### config.mk
export PLATFORM = sky130hd
export DESIGN_NAME = compare
export DESIGN_NICKNAME = d
export VERILOG_FILES = /design/src/rtl/compare.sv
export SDC_FILE = /design/constraint.sdc
export NUM_CORES = 1
export LEC_CHECK = 0
export ABC_CLOCK_PERIOD_IN_PS = 1360
export CORE_UTILIZATION = 35
export CTS_BUF_LIST = sky130_fd_sc_hd__clkbuf_8
export DETAILED_ROUTE_END_ITERATION = 6
export GPL_TIMING_DRIVEN = 0
export HOLD_SLACK_MARGIN = 0.12
export PLACE_DENSITY = 0.65
export SETUP_SLACK_MARGIN = 0.4
export SKIP_CTS_REPAIR_TIMING = 1
export SLEW_MARGIN = 20
export SYNTH_ARGS = -nofsm -noshare
export SYNTH_HDL_FRONTEND = slang
export SYNTH_SLANG_ARGS = --single-unit
### constraint.sdc
create_clock -name clk -period 1.36 [get_ports clk]
set_clock_uncertainty 0.15 [all_clocks]
set_input_delay 0.136 -clock clk [delete_from_list [all_inputs] [get_ports clk]]
set_output_delay 0.136 -clock clk [all_outputs]
set_load 0.01 [all_outputs]
### src/rtl/compare.sv
// Registered 32-bit unsigned comparator: equality, sorted pair, and MS/LS differing nibble indices.
// Latency: one cycle from A/B sampled at the rising edge of clk to EN/W1/W2/D1/D2.
// Backpressure: none; recomputes on every edge with no enable or handshake.
//
// Ports:
//   clk    system clock, rising-edge
//   rst_n  asynchronous active-low reset, clears all outputs
//   A, B   32-bit unsigned operands
//   EN     1 when A == B
//   W1     index of the most significant differing nibble (0 when equal)
//   W2     index of the least significant differing nibble (0 when equal)
//   D1     max(A, B)
//   D2     min(A, B)
module compare (
    input  logic        clk,
    input  logic        rst_n,
    input  logic [31:0] A,
    input  logic [31:0] B,
    output logic        EN,
    output logic [2:0]  W1,
    output logic [2:0]  W2,
    output logic [31:0] D1,
    output logic [31:0] D2
);

    logic [7:0]  w_diff;
    logic [2:0]  w_msn;
    logic [2:0]  w_lsn;
    logic        w_a_ge_b;

    logic        r_en;
    logic [2:0]  r_w1;
    logic [2:0]  r_w2;
    logic [31:0] r_d1;
    logic [31:0] r_d2;

    always_comb begin
        w_diff = '0;
        for (int i = 0; i < 8; i++) begin
            w_diff[i] = (A[4*i +: 4] != B[4*i +: 4]);
        end
    end

    // Scanning upward lets the last hit win, giving the highest set bit.
    always_comb begin
        w_msn = 3'd0;
        for (int i = 0; i < 8; i++) begin
            if (w_diff[i]) begin
                w_msn = 3'(i);
            end
        end
    end

    // Scanning downward lets the last hit win, giving the lowest set bit.
    always_comb begin
        w_lsn = 3'd0;
        for (int i = 7; i >= 0; i--) begin
            if (w_diff[i]) begin
                w_lsn = 3'(i);
            end
        end
    end

    assign w_a_ge_b = (A >= B);

    always_ff @(posedge clk or negedge rst_n) begin
        if (!rst_n) begin
            r_en <= 1'b0;
            r_w1 <= 3'd0;
            r_w2 <= 3'd0;
            r_d1 <= 32'd0;
            r_d2 <= 32'd0;
        end else begin
            r_en <= (w_diff == 8'd0);
            r_w1 <= w_msn;
            r_w2 <= w_lsn;
            r_d1 <= w_a_ge_b ? A : B;
            r_d2 <= w_a_ge_b ? B : A;
        end
    end

    assign EN = r_en;
    assign W1 = r_w1;
    assign W2 = r_w2;
    assign D1 = r_d1;
    assign D2 = r_d2;

endmodule

==> impl_metrics.py <==
metrics = {
    "run_status": {
        "status": "finished, violations left",
        "violations": "negative hold slack, negative setup slack",
    },
    "logic_synthesis": {
        "syn_area_mm2": 0.00373,
        "synth_warnings": 0,
        "syn_inst": 269,
        "synth_seq_area_share": 0.477,
        "ys_seq_elements": 71,
        "synth_nets": 367,
        "avgSynthCellArea_um2": 13.9,
        "synth.distinct_cells": 29,
    },
    "route": {
        "vias": 2675,
        "dr.pass1.iters": 4,
        "top_layer": "met4",
        "wl_per_cell_um": 15.8,
        "drt_iter0_markers": 23,
        "dr_wl_met2_um": 4920,
        "viasPerCell": 4.55,
        "drc_errors": 0,
        "wl_met1_um": 3850,
        "antenna_left": 0,
        "wl_met3_um": 401,
        "wirelength_um": 9280,
    },
    "layout": {
        "final_core_util": 0.606,
        "final_area_mm2": 0.00626,
        "antenna_cells": 0,
        "syn_to_final_growth_pct": 68.0,
        "seqCellArea_mm2": 0.00178,
        "mostFrequentLayoutCells": "dfrtp_1 (71), mux2_4 (61), buf_2 (57), buf_6 (52), buf_4 (32)",
        "stdcell_count": 588,
        "num-nets-final": 545,
        "fillers": 802,
        "drive_above_1_share": 0.770,
        "final_common_cell": "dfrtp_1",
        "multi_input_area_mm2": 0.00232,
    },
    "timing": {
        "timing.hold.ws_ns": -0.437,
        "period_share": 1.59,
        "setup_ws_ns": -0.806,
        "tns_ns": -49.14,
        "rsz0062_at_grt": "true",
        "setup_viol_count_final": 64,
        "worst_pin_slew_ns": 0.398,
        "hold_viol_final": 135,
        "slew_headroom": 0.734,
        "post-route-min-period_ns": 2.17,
        "fmax_mhz": 462,
        "maxSlewViolCount": 0,
    },
    "floorplan": {
        "io_pins": 137,
        "die_w_um": 105,
        "placementRows": 37,
        "dieArea_mm2": 0.0111,
        "initial_core_util": 0.361,
        "die-height_um": 105,
        "core_area_mm2": 0.0103,
    },
    "global_routing": {
        "grt_pass1_vias": 2671,
        "grt_max_degree": 42,
        "grt_pass1_wl_um": 13600,
        "track_usage": 0.161,
        "grt-ovfl-total": 0,
        "antenna_found_initial": 0,
    },
    "critical_path": {
        "cp-start-kind": "input port",
        "end_kind": "register",
        "cp.arrival_ns": 2.25,
        "path_cells": "buf_12 -> inv_12 -> ha_4 -> nor2b_4 -> o211a_1 -> o311ai_4 -> a31oi_4 -> a211oi_4 -> buf_6 -> clkbuf_16 -> mux2_4",
        "critPathMaxStageDelay_ns": 0.31,
        "cp_slowest_cell": "o311ai_4",
        "critPathMaxFanout": 8,
        "critical_path_class": "input port to register",
        "crit_required_ns": 1.44,
    },
    "job": {
        "drv_cap": 0,
    },
    "place": {
        "port_buffers": 136,
        "placement.cell_area_mm2": 0.00568,
        "gp_congestion": 0.728,
        "hpwl_um": 6600,
        "dp_cells": 542,
    },
    "clock_tree": {
        "cts_tree": "yes",
        "htreeDepth": 3,
        "numCtsBuffers": 9,
        "clockBufferDepth": 2,
        "cts.clk_slew.worst_paths_ns": 0.08,
        "clock-sinks": 71,
        "root_buffer": "clkbuf_8",
    },
    "power_and_ir_drop": {
        "static-leakage-power_nw": 3.00,
        "p_total_w": 0.00604,
        "ir_worst_vdd_v": 0.000842,
        "power_density_mw_per_mm2": 964,
    },
    "min_path": {
        "min_path_type": "input port to async pin",
    },
}
layer usage:
layer / up-vias / track usage
met3: 8 / 0.0356
met2: 65 / 0.279
met5: - / 0
li1: 1299 / -
met1: 1303 / 0.195
met4: 0 / 0.0543
logic make-up after synthesis:
family,count (synthesis),synth area share
buffers and inverters,39,0.0514
muxes,64,0.254
AOI/OAI and AO/OA,32,0.0645
DFF,71,0.477
and+or+nand+nor,31,0.0460
adders and majority gates,32,0.107
final cells by class:
type,instances,share of cell area
repair buffers,167,0.230
flip-flops and latches,71,0.284
well taps,136,0.0272
multi-input cells,159,0.371
inverters,33,0.0378
plain buffers,6,0.0192
clock inverters,6,0.00980
clock buffers,10,0.0220
cell usage after synthesis:
library cell,n,share of area
a31oi_1,1,0.0017
buf_6,6,0.018
nor2_1,3,0.0030
ha_1,32,0.11
a21oi_1,14,0.019
mux2_2,4,0.012
nand4_1,6,0.010
o31ai_1,1,0.0020
o21ai_0,5,0.0067
a2111oi_4,1,0.0074
and2_1,1,0.0017
inv_1,33,0.033
dfrtp_1,71,0.48
o21ai_2,1,0.0024
a21boi_0,1,0.0020
mux2_4,60,0.24
o2111ai_1,1,0.0024
a22oi_1,1,0.0020
a211oi_4,1,0.0054
nor2b_1,1,0.0017
nand3_1,2,0.0027
and4_1,4,0.0094
nand2b_1,3,0.0050
o211a_1,1,0.0027
a221o_1,1,0.0027
nor2b_2,1,0.0024
nand2_1,10,0.010
o311ai_2,1,0.0044
a21o_1,2,0.0040
power by group:
group	internal, W	switching, W
registers	0.00232	0.0000579
logic	0.00113	0.000825
clock network	0.000891	0.000808
stage by stage:
stage                     setup WS [ns]  hold slack (ns)
after global placement            -2.40            0.661
after CTS                         -1.66           -0.436
after global routing             -0.839           -0.416
final                            -0.806           -0.437
after floorplan                  -0.938           -0.310
after detailed placement          -2.04          -0.0620
worst max path at each step:
stage | cells after the start | slack [ns] | from | to
5_1_grt | 11 | -0.84 | B[1] | D2[10]$_DFF_PN0_
4_1_cts | 10 | -1.66 | B[1] | D2[0]$_DFF_PN0_
3_5_place_dp | 10 | -2.04 | B[1] | D1[5]$_DFF_PN0_
2_1_floorplan | 9 | -0.94 | B[1] | D1[10]$_DFF_PN0_
3_3_place_gp | 1 | -2.40 | rst_n | D1[30]$_DFF_PN0_
6_report | 11 | -0.81 | B[1] | D2[10]$_DFF_PN0_
flip-flops by register name, summed over array words and instances (netlist names):
| name | cells |
|---|---|
| W1 | 3 |
| EN | 1 |
| D2 | 32 |
| W2 | 3 |
| D1 | 32 |
critical path: cells and delay by family:
| kind | cells | cell delay, ns |
|---|---|---|
| AO/OA/AOI/OAI | 4 | 0.95 |
| adder cells (fa/ha/maj) | 1 | 0.18 |
| buffers and inverters | 4 | 0.55 |
| multiplexers | 1 | 0.29 |
| AND/OR/NAND/NOR | 1 | 0.12 |
(Power assumes the default switching activity.)
